==> config.mk <==
export PLATFORM = sky130hd
export DESIGN_NAME = coeff_unpack_reader_flat
export DESIGN_NICKNAME = d
export VERILOG_FILES = /design/src/rtl/coeff_unpack_reader_if.sv /design/src/rtl/coeff_unpack_reader.sv /design/src/flat_wrapper.sv
export SDC_FILE = /design/constraint.sdc
export NUM_CORES = 1
export LEC_CHECK = 0
export ABC_CLOCK_PERIOD_IN_PS = 2100
export BUFFER_PORTS_ARGS = -buffer_cell sky130_fd_sc_hd__buf_4
export CAP_MARGIN = 20
export CORE_MARGIN = 10
export CORE_UTILIZATION = 30
export CTS_CLUSTER_DIAMETER = 200
export DETAILED_ROUTE_END_ITERATION = 8
export HOLD_SLACK_MARGIN = 0.08
export PLACE_DENSITY = 0.48
export SYNTH_ARGS = -nofsm -noshare
export SYNTH_HDL_FRONTEND = slang
export SYNTH_SLANG_ARGS = --single-unit
==> constraint.sdc <==
create_clock -name clk -period 2.1 [get_ports clk]
set_clock_uncertainty 0.05 [all_clocks]
set_input_delay 0.315 -clock clk [delete_from_list [all_inputs] [get_ports clk]]
set_output_delay 0.315 -clock clk [all_outputs]
set_load 0.03 [all_outputs]
==> src/rtl/coeff_unpack_reader_if.sv <==
// rtl/coeff_unpack_reader_if.sv - FIFO read port and packed-word output bundle
// Signals:
//   fifo_empty  FIFO empty flag                      (FIFO -> reader)
//   fifo_rd_en  FIFO read enable                     (reader -> FIFO)
//   fifo_data   FIFO read data, 1 cycle after rd_en  (FIFO -> reader)
//   fifo_valid  keep flag returned with fifo_data    (FIFO -> reader)
//   pack_data   LANES packed coefficients, lane 0 oldest (reader -> store)
//   pack_mask   per-lane occupied flags              (reader -> store)
//   pack_valid  pack_data/pack_mask valid            (reader -> store)
//   pack_ready  store accepts the word               (store -> reader)
// Modports: master = reader side, slave = FIFO/store side.
interface coeff_unpack_reader_if #(
  parameter int DATA_WIDTH = 12,
  parameter int LANES      = 6
);
  logic                        fifo_empty;
  logic                        fifo_rd_en;
  logic [DATA_WIDTH-1:0]       fifo_data;
  logic                        fifo_valid;
  logic [LANES*DATA_WIDTH-1:0] pack_data;
  logic [LANES-1:0]            pack_mask;
  logic                        pack_valid;
  logic                        pack_ready;

  modport master (
    input  fifo_empty, fifo_data, fifo_valid, pack_ready,
    output fifo_rd_en, pack_data, pack_mask, pack_valid
  );

  modport slave (
    output fifo_empty, fifo_data, fifo_valid, pack_ready,
    input  fifo_rd_en, pack_data, pack_mask, pack_valid
  );
endinterface

==> src/rtl/coeff_unpack_reader.sv <==
// rtl/coeff_unpack_reader.sv - coefficient FIFO reader that packs accepted samples into LANES-wide words
// Ports:
//   clk    rising-edge clock
//   rst_n  asynchronous active-low reset
//   start  1-cycle pulse, begins one polynomial (honoured in IDLE only)
//   busy   high in every state except IDLE
//   done   1-cycle pulse after the last word has transferred
//   bus    coeff_unpack_reader_if.master: FIFO read port and packed-word output
module coeff_unpack_reader #(
  parameter int DATA_WIDTH = 12,
  parameter int LANES      = 6,
  parameter int NUM_COEFFS = 256
) (
  input  logic                  clk,
  input  logic                  rst_n,
  input  logic                  start,
  output logic                  busy,
  output logic                  done,
  coeff_unpack_reader_if.master bus
);
  localparam int WORD_W = LANES * DATA_WIDTH;
  localparam int CNT_W  = $clog2(NUM_COEFFS + 1);

  localparam logic [1:0] S_IDLE    = 2'd0;
  localparam logic [1:0] S_COLLECT = 2'd1;
  localparam logic [1:0] S_EMIT    = 2'd2;
  localparam logic [1:0] S_DONE    = 2'd3;

  // Counter comparisons are done one bit wider so "+1" never wraps.
  localparam logic [3:0]       LANES_L  = 4'(LANES);
  localparam logic [CNT_W:0]   NUM_L    = (CNT_W + 1)'(NUM_COEFFS);
  localparam logic [CNT_W-1:0] NUM_CNT  = CNT_W'(NUM_COEFFS);

  logic [1:0]        state;
  logic [CNT_W-1:0]  coeff_cnt;
  logic [2:0]        lane_cnt;
  logic              inflight;
  logic [WORD_W-1:0] coll_data;
  logic [LANES-1:0]  coll_mask;
  logic [WORD_W-1:0] coll_data_nxt;
  logic [LANES-1:0]  coll_mask_nxt;

  logic [3:0]        lane_pend;
  logic [CNT_W:0]    coeff_pend;
  logic [3:0]        lane_inc;
  logic [CNT_W:0]    coeff_inc;
  logic              accept;
  logic              word_full;
  logic              quota_met;
  logic              xfer;

  // Count the read already in flight as if it were accepted, so a return
  // can never overflow the lane register or the coefficient quota.
  assign lane_pend  = {1'b0, lane_cnt} + {3'b000, inflight};
  assign coeff_pend = {1'b0, coeff_cnt} + {{CNT_W{1'b0}}, inflight};

  assign bus.fifo_rd_en = (state == S_COLLECT) && !bus.fifo_empty &&
                          (lane_pend < LANES_L) && (coeff_pend < NUM_L);

  assign accept    = (state == S_COLLECT) && inflight && bus.fifo_valid;
  assign lane_inc  = {1'b0, lane_cnt} + 4'd1;
  assign coeff_inc = {1'b0, coeff_cnt} + {{CNT_W{1'b0}}, 1'b1};
  assign word_full = (lane_inc == LANES_L);
  assign quota_met = (coeff_inc == NUM_L);
  assign xfer      = (state == S_EMIT) && bus.pack_valid && bus.pack_ready;

  assign busy = (state != S_IDLE);
  assign done = (state == S_DONE);

  // Collection register with the current return merged into lane lane_cnt.
  always_comb begin
    coll_data_nxt = coll_data;
    coll_mask_nxt = coll_mask;
    for (int l = 0; l < LANES; l++) begin
      if (lane_cnt == 3'(l)) begin
        coll_data_nxt[l*DATA_WIDTH +: DATA_WIDTH] = bus.fifo_data;
        coll_mask_nxt[l] = 1'b1;
      end
    end
  end

  always_ff @(posedge clk or negedge rst_n) begin
    if (!rst_n) begin
      state          <= S_IDLE;
      coeff_cnt      <= '0;
      lane_cnt       <= '0;
      inflight       <= 1'b0;
      coll_data      <= '0;
      coll_mask      <= '0;
      bus.pack_data  <= '0;
      bus.pack_mask  <= '0;
      bus.pack_valid <= 1'b0;
    end else begin
      inflight <= bus.fifo_rd_en;
      case (state)
        S_IDLE: begin
          if (start) begin
            state     <= S_COLLECT;
            coeff_cnt <= '0;
            lane_cnt  <= '0;
            coll_data <= '0;
            coll_mask <= '0;
          end
        end
        S_COLLECT: begin
          // Rejected returns (fifo_valid low) fall through untouched.
          if (accept) begin
            coll_data <= coll_data_nxt;
            coll_mask <= coll_mask_nxt;
            lane_cnt  <= lane_inc[2:0];
            coeff_cnt <= coeff_inc[CNT_W-1:0];
            // Gating guarantees nothing is outstanding when the word closes.
            if (word_full || quota_met) begin
              bus.pack_data  <= coll_data_nxt;
              bus.pack_mask  <= coll_mask_nxt;
              bus.pack_valid <= 1'b1;
              state          <= S_EMIT;
            end
          end
        end
        S_EMIT: begin
          if (xfer) begin
            bus.pack_valid <= 1'b0;
            if (coeff_cnt == NUM_CNT) begin
              state <= S_DONE;
            end else begin
              lane_cnt  <= '0;
              coll_data <= '0;
              coll_mask <= '0;
              state     <= S_COLLECT;
            end
          end
        end
        S_DONE: begin
          state <= S_IDLE;
        end
        default: begin
          state <= S_IDLE;
        end
      endcase
    end
  end
endmodule

==> src/flat_wrapper.sv <==
// flat-port wrapper written by rule: the top's interface ports become plain ports
module coeff_unpack_reader_flat 
#(
  parameter int DATA_WIDTH = 12,
  parameter int LANES      = 6,
  parameter int NUM_COEFFS = 256
)
  (clk, rst_n, start, busy, done, bus_fifo_empty, bus_fifo_data, bus_fifo_valid, bus_pack_ready, bus_fifo_rd_en, bus_pack_data, bus_pack_mask, bus_pack_valid);
  coeff_unpack_reader_if #(.DATA_WIDTH(DATA_WIDTH), .LANES(LANES)) bus_i ();
  input  logic clk;
  input  logic rst_n;
  input  logic start;
  output logic busy;
  output logic done;
  input wire logic [$bits(bus_i.fifo_empty)-1:0] bus_fifo_empty;
  input wire logic [$bits(bus_i.fifo_data)-1:0] bus_fifo_data;
  input wire logic [$bits(bus_i.fifo_valid)-1:0] bus_fifo_valid;
  input wire logic [$bits(bus_i.pack_ready)-1:0] bus_pack_ready;
  output wire logic [$bits(bus_i.fifo_rd_en)-1:0] bus_fifo_rd_en;
  output wire logic [$bits(bus_i.pack_data)-1:0] bus_pack_data;
  output wire logic [$bits(bus_i.pack_mask)-1:0] bus_pack_mask;
  output wire logic [$bits(bus_i.pack_valid)-1:0] bus_pack_valid;
  assign bus_i.fifo_empty = bus_fifo_empty;
  assign bus_i.fifo_data = bus_fifo_data;
  assign bus_i.fifo_valid = bus_fifo_valid;
  assign bus_i.pack_ready = bus_pack_ready;
  assign bus_fifo_rd_en = bus_i.fifo_rd_en;
  assign bus_pack_data = bus_i.pack_data;
  assign bus_pack_mask = bus_i.pack_mask;
  assign bus_pack_valid = bus_i.pack_valid;
  coeff_unpack_reader #(.DATA_WIDTH(DATA_WIDTH), .LANES(LANES), .NUM_COEFFS(NUM_COEFFS)) u_core (.clk(clk), .rst_n(rst_n), .start(start), .busy(busy), .done(done), .bus(bus_i));
endmodule
After elaboration in Yosys (flattened, before gate mapping)
Cells that the tools add are included.
{"block": "word_totals", "ff_bits": 172, "inputBits": 18, "output_inout_bits": 82}
{"block": "op_classes", "mux": 40, "n_reduce_logical": 20, "addsub": 4, "order_cmp": 2, "eq_ne": 16}
{"operator": "72-bit two-way mux", "n": 4}
{"operator": "72-bit one-hot mux with 3 select lines", "n": 1}
{"operator": "12-bit two-way mux", "n": 6}
{"operator": "6-bit two-way mux", "n": 4}
{"operator": "9-bit two-way mux", "n": 2}
{"operator": "6-bit one-hot mux with 3 select lines", "n": 1}
{"operator": "9-bit one-hot mux with 2 select lines", "n": 1}
{"operator": "3-bit two-way mux", "n": 4}
{"operator": "9-bit by 1-bit adder with 10-bit output", "n": 1}
{"operator": "9-bit by 1-bit adder with 10-bit output, second input constant", "n": 1}
{"operator": "10-bit by 9-bit == test with 1-bit output, second input constant", "n": 1}
{"operator": "10-bit by 9-bit < comparator with 1-bit output, second input constant", "n": 1}
{"operator": "2-bit two-way mux", "n": 5}
{"operator": "9-bit == test, second input constant", "n": 1}
{"operator": "1-bit two-way mux", "n": 9}
{"operator": "3-bit one-hot mux with 3 select lines", "n": 1}
{"operator": "2-bit one-hot mux with 4 select lines", "n": 1}
{"operator": "4-bit AND reduction", "n": 2}
{"operator": "1-bit logical AND", "n": 7}
{"operator": "3-bit by 2-bit == test with 1-bit output, second input constant", "n": 2}
{"operator": "3-bit == test, second input constant", "n": 2}
{"operator": "2-bit inequality test, second input constant", "n": 3}
{"operator": "3-bit AND reduction", "n": 2}
{"operator": "2-bit nonzero test", "n": 3}
{"operator": "other kinds (15)", "n": 17}

Logic depth before layout (Yosys ltp)
Gate-level depths: netlist of the first run.
{"block": "depth", "word_depth": 6, "ltp_mapped": 9, "mapped_depth_nobuf": 7}

Worst setup path after synthesis of the first run
OpenSTA, ideal clock, no wires.
{"block": "synth_path", "path_type": "reg2out", "from": "register u_core.state[1]", "to": "output port bus_fifo_rd_en", "stages_incl_launch_ff": 5, "arrival_ns": 1.784, "required_time_ns": 1.735, "setup_slack_ns": -0.049, "cell_sequence": "dfrtp_1 -> clkbuf_1 -> nand2b_1 -> or3_1 -> a221oi_1"}
{"block": "synth_between", "elab_chain_cells": 4}
{"element": "from (decl)", "line": "coeff_unpack_reader.sv:34", "source": "logic [1:0] state;"}
{"element": "from (signal assigned)", "line": "coeff_unpack_reader.sv:84", "source": "state <= S_IDLE;"}
{"element": "from (signal assigned)", "line": "coeff_unpack_reader.sv:98", "source": "state <= S_COLLECT;"}
{"element": "from (signal assigned)", "line": "coeff_unpack_reader.sv:117", "source": "state <= S_EMIT;"}
{"element": "2-bit by 1-bit == test with 1-bit output", "line": "coeff_unpack_reader.sv:57", "source": "assign bus.fifo_rd_en = (state == S_COLLECT) && !bus.fifo_empty &&"}
{"element": "1-bit logical AND (2 in series)", "line": "coeff_unpack_reader.sv:57"}
{"element": "1-bit logical AND", "line": "coeff_unpack_reader.sv:58", "source": "(lane_pend < LANES_L) && (coeff_pend < NUM_L);"}
{"element": "to (decl)", "line": "flat_wrapper.sv:19", "source": "output wire logic [$bits(bus_i.fifo_rd_en)-1:0] bus_fifo_rd_en;"}
No other way between the ends.

Worst setup path in the final report of the first run
{"block": "layout_path", "from": "register u_core.lane_cnt[0]", "to": "output port bus_fifo_rd_en"}
{"block": "layout_between", "elab_chain_cells": 4}
{"element": "from (decl)", "line": "coeff_unpack_reader.sv:36", "source": "logic [2:0] lane_cnt;"}
{"element": "from (signal assigned)", "line": "coeff_unpack_reader.sv:110", "source": "lane_cnt <= lane_inc[2:0];"}
{"element": "3-bit by 1-bit adder with 4-bit output", "line": "coeff_unpack_reader.sv:54", "source": "assign lane_pend = {1'b0, lane_cnt} + {3'b000, inflight};"}
{"element": "4-bit by 3-bit < comparator with 1-bit output", "line": "coeff_unpack_reader.sv:58"}
{"element": "1-bit logical AND", "line": "coeff_unpack_reader.sv:57"}
{"element": "1-bit logical AND", "line": "coeff_unpack_reader.sv:58"}
No other way between the ends.

==> reports/qor.yml, run 1 <==
routing:
  wl_per_cell_um: 23.0
  viasPerCell: 5.50
  drc_errors: 0
  ant_nets: 0
  via_count: 9295
  wl_um: 38800
  detail_route.first_pass.iterations: 5
  drt_iter0_drc: 545
global_route:
  grt_first_pass_wirelength_um: 56100
  gr-total-overflow: 0
  grt.total_usage_pct: 15.9
  antenna_found_initial: 0
  grt_pass1_vias: 9063
  grt_start_max_net_pins: 62
sta:
  timing.final.ws_setup_ns: -0.190
  rsz0062_at_grt: "true"
  fin_crit_ns: 2.29
  min_period_over_period_pct: 109
  maxSlewHeadroom_pct: 62.8
  timing.setup.tns_ns: -6.39
  fmax_mhz: 437
  setup_viol: 79
  worst_pin_slew_ns: 0.558
  finalHoldViolCount: 0
  maxSlewViolCount: 0
placed_design:
  port_buffers: 99
  placed_area_um2: 12600
  gp_congestion: 0.777
  hpwl_um: 22700
floorplan:
  fp.dieH_um: 210
  core_um2: 35500
  num_rows: 69
  initial_core_util_pct: 30.4
  num_io_pins: 100
  fp.dieW_um: 210
  die_area_um2: 43900
logic_synthesis:
  synth_most_common_cell: "dfrtp_1"
  synth.distinct_cells: 43
  yosysWarnings: 0
  yosysTopAreaCellShare_pct: 39.9
  ys_seq_elements: 172
  async_reset_ff_share_pct: 100
  synth_area_um2: 10800
  synth_edf_count: 0
  syn_inst: 1056
  avgSynthCellArea_um2: 10.2
  yosys.area.top_type: "dfrtp_1"
  ys_seq_area_share_pct: 39.9
  ys.flop_type: "dfrtp_1"
  yosys-top-cells-count: "172 x dfrtp_1, 138 x mux2i_1, 112 x nand2_1"
  synthesis.nets: 1082
  synth_area_leaders: "dfrtp_1 40%, mux2i_1 13%, a221oi_2 11%, a22o_1 6.0%, and2_1 4.7%"
worst_setup_path:
  endpoint_kind: "output port"
  r2r_end: "u_core.bus.pack_data[43]"
  worstRegToRegCells: 10
  worstPathArrival_ns: 1.92
  reg2reg_from: "u_core.lane_cnt[0]"
  r2r_slack_ns: -0.15
  crit_required_ns: 1.74
  cp_max_fo: 2
  crit_start: "u_core.lane_cnt[0]"
  cp-start-kind: "flip-flop"
  cp-endpoint: "bus_fifo_rd_en"
  path_class: "reg -> out"
pwr:
  vdd_drop_max_mv: 0.704
  leakage_nw: 6.35
  power_density_nw_per_um2: 1130
flow_run:
  maxCapViolCount: 0
status:
  outcome: "complete, but fails checks"
  failed_checks: "negative setup slack"
hold_path:
  hold_path.class: "in -> reg"
  hold_path_depth: 3
clock_tree:
  cts.sinks: 172
  cts_tree: "yes"
  cts.path.max_buffers: 2
  ctsRootBufferMaster: "clkbuf_16"
  clkTransAtPathRegs_ns: 0.07
  clk_latency_ns: 0.45
  cts_buffers: 17
  htree_levels: 4
finish:
  nFillCells: 3357
  fin_area_um2: 14800
  multiInputGateArea_um2: 6490
  syn2layout_area_growth_pct: 36.8
  nNetsFinal: 1241
  register_area_um2: 4310
  num_antenna_cells: 0
  post_route_cells_drive_above_1_share_pct: 42.4
[registers in the layout (all words and copies together), names as in the netlist]
register and cells:
u_core.bus.pack_mask 6, u_core.bus.pack_valid 1, u_core.coll_data 72, u_core.coeff_cnt 9
u_core.lane_cnt 3, u_core.state 2, u_core.bus.pack_data 72, u_core.inflight 1
u_core.coll_mask 6
[cell usage in the layout, fill, tap and decap left out, types with 3 or more instances in the layout]
| cell type | n |
|---|---|
| nor2b_1 | 5 |
| mux2i_4 | 3 |
| ha_1 | 4 |
| o21ai_2 | 4 |
| o21ai_0 | 21 |
| o21ai_4 | 3 |
| buf_6 | 18 |
| mux2_2 | 12 |
| nor3_2 | 18 |
| and2_1 | 5 |
| clkbuf_16 | 29 |
| ha_4 | 4 |
| a211oi_1 | 60 |
| buf_12 | 17 |
| nand2_1 | 111 |
| nand3_1 | 4 |
| a22o_1 | 74 |
| buf_4 | 190 |
| nor2_2 | 3 |
| a31oi_1 | 3 |
| nand2b_1 | 4 |
| nand4_1 | 3 |
| buf_8 | 5 |
| buf_16 | 11 |
| a21o_1 | 6 |
| dfrtp_2 | 3 |
| nor3_1 | 42 |
| o21a_1 | 3 |
| nor2_1 | 28 |
| a21oi_1 | 22 |
| mux2i_1 | 124 |
| inv_1 | 7 |
| and2_4 | 77 |
| inv_6 | 4 |
| mux2i_2 | 11 |
| a221oi_2 | 78 |
| dfrtp_1 | 169 |
| bufinv_16 | 3 |
[report_power, final]
group	total [mW]	leakage (nW)	switching, mW	internal, mW
clock	3.54	0.309	1.56	1.97
combinational	8.53	4.15	4.18	4.35
sequential	4.58	1.89	0.509	4.07
[metrics by stage]
step	util, %	hold slack, ns	total power, mW	setup slack (ns)	std cells
floorplan	-	-0.0306	8.96	0.00533	1056
global placement	35.4	0.221	11.1	-0.0196	1596
detailed placement	35.4	0.217	11.1	-0.0521	1596
CTS	39.1	0.134	15.7	-0.233	1654
global route	41.6	0.148	17.5	-0.266	1689
finish	41.6	0.144	16.6	-0.190	1689
[worst min path at each step]
| stage | startpoint | end |
|---|---|---|
| floorplan | rst_n | u_core.bus.pack_data[0] |
| global placement | rst_n | u_core.coeff_cnt[1] |
| detailed placement | rst_n | u_core.coeff_cnt[1] |
| CTS | bus_pack_ready | u_core.bus.pack_valid |
| global route | bus_pack_ready | u_core.bus.pack_valid |
| finish | bus_pack_ready | u_core.bus.pack_valid |
[worst max-delay path: stages (launching register included)]
cell      delay [ns]
dfrtp_1         0.39
buf_6           0.12
and2_4          0.13
ha_4            0.15
xor2_2          0.14
a221oi_2        0.33
buf_4           0.23
[routing by layer]
layer | GRT usage (%) | vias up | part of all wire, % | wire length [um]
met5 | 0 | - | 0 | 0
met4 | 3.94 | 0 | 1.3 | 504
met3 | 2.38 | 30 | 3.7 | 1450
met2 | 25.4 | 182 | 47 | 18100
met1 | 22.1 | 4805 | 48 | 18800
li1 | - | 4278 | - | -
[repair_timing]
item	4_1_cts	5_1_grt
endpoints found under the hold margin	30	0
buffers inserted	17	15
gates cloned	8	20
setup endpoints to repair	60	114
gates resized for setup	83	105
pin swaps	30	118
hold buffers	1	0
[logic make-up after synthesis]
kind of cell,after synthesis,synth area share [%]
AND/OR/NAND/NOR,316,14.5
AO/OA/AOI/OAI,284,25.1
flip-flops,172,39.9
multiplexers,150,14.1
buffers and inverters,125,5.51
adder cells (fa/ha/maj),8,0.928
XOR/XNOR,1,0.0812
[cell type report]
class	count	share of cell area, %
clock buffers	19	3.07
repair buffers	256	18.4
clock inverters	13	1.20
well taps	461	3.91
flip-flops and latches	172	29.2
multi-input cells	761	44.0
inverters	7	0.178
Power figures use the tool's default switching activity.
==> run 2: changes to the inputs <==
Settings changed: SKIP_LAST_GASP from default to 1.
==> run 2 against run 1 <==
Against the previous run:
- wire length shrank 5.4%
- sequential share of layout area grew 1.1 points
- the flow still finishes with violations (negative setup slack)
- register-to-register slack gained 0.02 ns
- highest routed layer unchanged
- clock power is essentially flat
- combinational power shrank 6.7%
- final cell count shrank 1.2%
- worst setup slack lost 0.014 ns
- maximum frequency shrank 0.60%
- die area is the same
- design area shrank 3.7%
- global-route usage shrank 0.074 points
- first-iteration DRC count grew 7.7%
==> reports/qor.yml, run 2 (synthesis gave the netlist of run 1 again) <==
status:
  outcome: "complete, but fails checks"
  failed_checks: "negative setup slack"
worst_setup_path:
  endpoint_kind: "output port"
  worstPathArrival_ns: 1.94
  path_class: "reg -> out"
  reg2reg_from: "u_core.lane_cnt[0]"
  worstRegToRegCells: 10
  cp_max_fo: 2
  r2r_end: "u_core.bus.pack_data[10]"
  r2r_slack_ns: -0.13
  crit_required_ns: 1.74
  cp-start-kind: "flip-flop"
global_route:
  gr-total-overflow: 0
  grt_first_pass_wirelength_um: 55700
  grt.total_usage_pct: 15.9
  antenna_found_initial: 0
  grt_start_max_net_pins: 62
  grt_pass1_vias: 8969
floorplan:
  fp.dieW_um: 210
  num_rows: 69
  die_area_um2: 43900
  num_io_pins: 100
  core_um2: 35500
  initial_core_util_pct: 30.4
  fp.dieH_um: 210
sta:
  setup_viol: 55
  fmax_mhz: 434
  hold_ws_ns: 0.146
  maxSlewHeadroom_pct: 62.6
  timing.final.ws_setup_ns: -0.204
  min_period_over_period_pct: 110
  maxSlewViolCount: 0
  fin_crit_ns: 2.30
  worst_pin_slew_ns: 0.562
  finalHoldViolCount: 0
  rsz0062_at_grt: "true"
clock_tree:
  cts.path.max_buffers: 2
  htree_levels: 4
  clkTransAtPathRegs_ns: 0.07
  ctsRootBufferMaster: "clkbuf_16"
  cts_buffers: 17
  cts.sinks: 172
  cts_tree: "yes"
  clk_latency_ns: 0.45
hold_path:
  hp-start: "bus_pack_ready"
  hold_path_depth: 3
  hold_path.class: "in -> reg"
  hold_end: "u_core.bus.pack_valid"
finish:
  stdcell_count: 1668
  layout_commonest_cell: "buf_4"
  reg_top3: "u_core.bus.pack_data: 72 flops, u_core.coll_data: 72 flops, u_core.coeff_cnt: 9 flops"
  nNetsFinal: 1220
  num_antenna_cells: 0
  final_util_pct: 40.1
  layout_common_cells: "184 x buf_4, 169 x dfrtp_1, 129 x mux2i_1"
  fin_area_um2: 14200
  post_route_cells_drive_above_1_share_pct: 37.5
  syn2layout_area_growth_pct: 31.8
routing:
  viasPerCell: 5.42
  wl_per_cell_um: 22.0
  detail_route.first_pass.iterations: 5
  via_count: 9040
  drt_iter0_drc: 587
  wl_um: 36700
  ant_nets: 0
  drc_errors: 0
placed_design:
  dp_cells: 1596
  hpwl_um: 22700
  port_buffers: 99
  gp_congestion: 0.777
  placed_area_um2: 12600
pwr:
  leakage_nw: 6.03
  power_density_nw_per_um2: 1130
  vdd_drop_max_mv: 0.675
flow_run:
  maxCapViolCount: 0
==> run 2: worst max-delay path by stage <==
stage          cells after the start  slack [ns]                       end                start
4_1_cts                            6       -0.23            bus_fifo_rd_en   u_core.lane_cnt[0]
2_1_floorplan                      8       0.005  u_core.bus.pack_data[42]   u_core.lane_cnt[0]
3_3_place_gp                       8       -0.02  u_core.bus.pack_data[10]   u_core.lane_cnt[0]
3_5_place_dp                       7       -0.05       u_core.coll_data[2]   u_core.lane_cnt[0]
5_1_grt                            7       -0.29            bus_fifo_rd_en  u_core.coeff_cnt[4]
6_report                           6       -0.20            bus_fifo_rd_en   u_core.lane_cnt[0]
==> run 2: stage by stage <==
stage / total power [mW] / setup WS (ns) / setup TNS [ns]
after floorplan: 8.96 / 0.00533 / 0
after global placement: 11.1 / -0.0196 / -0.0816
after detailed placement: 11.1 / -0.0521 / -0.905
after CTS: 15.5 / -0.233 / -8.79
after global routing: 16.9 / -0.288 / -10.69
final: 16.1 / -0.204 / -2.90
==> run 2: layout make-up <==
cell class                      count  area (um^2)
Clock buffer                       19          453
Inverter                            7         26.3
Multi-Input combinational cell    759         6270
Fill cell                        3409        21300
Sequential cell                   172         4310
Clock inverter                     13          178
Timing Repair Buffer              237         2410
Tap cell                          461          577
==> run 2: timing repair <==
| action | CTS | global route |
|---|---|---|
| pin swaps | 19 | 87 |
| setup buffers | 17 | 8 |
| resized for setup | 42 | 87 |
| cloned | 8 | 9 |
| hold buffers | 1 | 0 |
| endpoints found under the setup margin | 60 | 148 |
| endpoints found under the hold margin | 30 | 0 |
==> run 2: layer usage <==
metal / routed length, um / share of wire (%) / global-route usage (%)
met1: 18100 / 49 / 22.0
met2: 17200 / 47 / 25.1
met3: 1030 / 2.8 / 2.45
met4: 428 / 1.2 / 4.22
met5: 0 / 0 / 0
==> run 2: report_power, final <==
group	total, mW	switching, mW	internal, mW
sequential	4.58	0.508	4.07
clock	3.53	1.55	1.97
combinational	7.96	4.01	3.95
==> run 2: worst max-delay path: stages, from the launching register on <==
cell and delay [ns]:
dfrtp_1 0.40, buf_6 0.12, and2_4 0.13, ha_4 0.15
xor2_2 0.14, a221oi_2 0.33, buf_4 0.23
==> run 3: changes to the inputs <==
Settings changed: REMOVE_ABC_BUFFERS from default to 1.
==> run 3 against run 2 <==
Against the previous run:
- the run still ends with negative setup slack left
- critical endpoint is now u_core.bus.pack_data[54]
- global-route usage down 0.58 points
- worst setup slack better by 0.0027 ns
- combinational power down 3.5%
- non-clock buffer count down 30
- final cell count down 1.8%
- register-to-register slack worse by 0.07 ns
- die area unchanged
- hold slack worse by 0.0050 ns
- sequential power about the same
==> reports/qor.yml, run 3 (synthesis gave the netlist of run 1 again) <==
floorplan:
  core_um2: 35500
  die_area_um2: 43900
  fp.dieW_um: 210
  fp.dieH_um: 210
  num_io_pins: 100
  num_rows: 69
  initial_core_util_pct: 30.4
global_route:
  antenna_found_initial: 0
  grt_pass1_vias: 8792
  grt_start_max_net_pins: 79
  grt.total_usage_pct: 15.3
  gr-total-overflow: 0
  grt_first_pass_wirelength_um: 53800
finish:
  layout_commonest_cell: "dfrtp_1"
  reg_top3: "u_core.bus.pack_data: 72 flops, u_core.coll_data: 72 flops, u_core.coeff_cnt: 9 flops"
  syn2layout_area_growth_pct: 28.8
  nNetsFinal: 1190
  layout_common_cells: "167 x dfrtp_1, 159 x buf_4, 133 x mux2i_1"
  post_route_cells_drive_above_1_share_pct: 36.8
  nFillCells: 3447
  num_antenna_cells: 0
  fin_area_um2: 13900
worst_setup_path:
  worstPathArrival_ns: 2.57
  path_class: "reg -> reg"
  cp_max_fo: 9
  cp-start-kind: "flip-flop"
  r2r_slack_ns: -0.20
  reg2reg_from: "u_core.lane_cnt[0]"
  worstRegToRegCells: 9
  crit_required_ns: 2.37
  r2r_end: "u_core.bus.pack_data[54]"
  endpoint_kind: "flip-flop"
routing:
  drc_errors: 0
  drt_iter0_drc: 722
  detail_route.first_pass.iterations: 5
  ant_nets: 0
  wl_per_cell_um: 22.0
  viasPerCell: 5.41
  via_count: 8858
  wl_um: 36000
sta:
  fin_crit_ns: 2.30
  rsz0062_at_grt: "true"
  setup_viol: 93
  fmax_mhz: 435
  maxSlewHeadroom_pct: 67.2
  min_period_over_period_pct: 110
  maxSlewViolCount: 0
  finalHoldViolCount: 0
  timing.final.ws_setup_ns: -0.201
  worst_pin_slew_ns: 0.491
status:
  outcome: "complete, but fails checks"
  failed_checks: "negative setup slack"
clock_tree:
  clkTransAtPathRegs_ns: 0.07
  cts.sinks: 172
  ctsRootBufferMaster: "clkbuf_16"
  cts_tree: "yes"
  cts.path.max_buffers: 2
  clk_latency_ns: 0.44
  cts_buffers: 17
  htree_levels: 4
placed_design:
  place_ws_ns: -0.0495
  placed_area_um2: 12500
  hpwl_um: 21200
  port_buffers: 99
  gp_congestion: 0.776
hold_path:
  hold_path.class: "in -> reg"
  hold_end: "u_core.bus.pack_valid"
  hp-start: "bus_pack_ready"
  hold_path_depth: 3
pwr:
  leakage_nw: 5.94
  vdd_drop_max_mv: 0.647
  power_mw: 15.6
  power_density_nw_per_um2: 1120
flow_run:
  maxCapViolCount: 0
==> run 3: cell types whose count changed in the layout (fill, tap and decap cells not counted), moves of 4 or more <==
cell / change
and2_1: -27
buf_6: -4
o21ai_1: +5
buf_12: +4
nor3_1: +9
nor3_2: -9
and2_4: +27
mux2i_1: +4
buf_4: -25
==> run 3: power breakdown <==
part           switching [mW]  internal (mW)
Combinational            3.85           3.83
Clock                    1.47           1.91
Sequential              0.474           4.07
==> run 3: worst max-delay path by stage <==
stage / to / start / slack (ns)
floorplan: u_core.coll_data[48] / u_core.state[0] / -6.71
global placement: u_core.bus.pack_data[8] / u_core.lane_cnt[0] / 0.0008
detailed placement: u_core.bus.pack_data[9] / u_core.lane_cnt[0] / -0.05
CTS: bus_fifo_rd_en / u_core.lane_cnt[0] / -0.23
global route: u_core.bus.pack_data[56] / u_core.lane_cnt[0] / -0.29
finish: u_core.bus.pack_data[54] / u_core.lane_cnt[0] / -0.20
==> run 3: what timing repair did <==
| item | CTS | global route |
|---|---|---|
| resized for setup | 50 | 75 |
| buffers inserted | 5 | 6 |
| hold endpoints to repair | 35 | 0 |
| pin swaps | 34 | 77 |
| gates cloned | 6 | 10 |
| hold buffers | 1 | 0 |
| setup endpoints to repair | 43 | 106 |
==> run 3: cell type report <==
type / instances / area [um^2] / area share [%]
multi-input cells: 759 / 6200 / 44.7
flip-flops and latches: 172 / 4310 / 31.0
repair buffers: 207 / 2160 / 15.6
well taps: 461 / 577 / 4.15
clock buffers: 19 / 443 / 3.19
clock inverters: 13 / 166 / 1.20
inverters: 7 / 26.3 / 0.189
==> run 3: metal layers <==
metal  part of all wire [%]  vias up  global-route usage, %
met3                    3.9       36                   2.87
met1                     48     4499                   21.2
li1                       -     4170                      -
met4                    1.7        0                   4.44
met5                      0        -                      0
met2                     46      153                   23.6
==> run 3: per-stage QoR <==
stage                     std cells  TNS [ns]  hold slack [ns]  util [%]
after floorplan                 938   -812.94          -0.0306         -
after global placement         1578         0            0.248      35.1
after detailed placement       1578    -0.409            0.239      35.1
after CTS                      1622     -5.76            0.120      37.9
after global routing           1638    -16.32            0.153      39.1
final                          1638     -7.57            0.141      39.1
==> run 3: worst max-delay path: stages, from the launching register on <==
cell,delay [ns]
dfrtp_1,0.39
buf_4,0.15
ha_4,0.16
ha_4,0.20
nand3b_1,0.29
buf_12,0.25
bufbuf_16,0.27
and2_4,0.15
a221oi_2,0.21
nand2_1,0.07
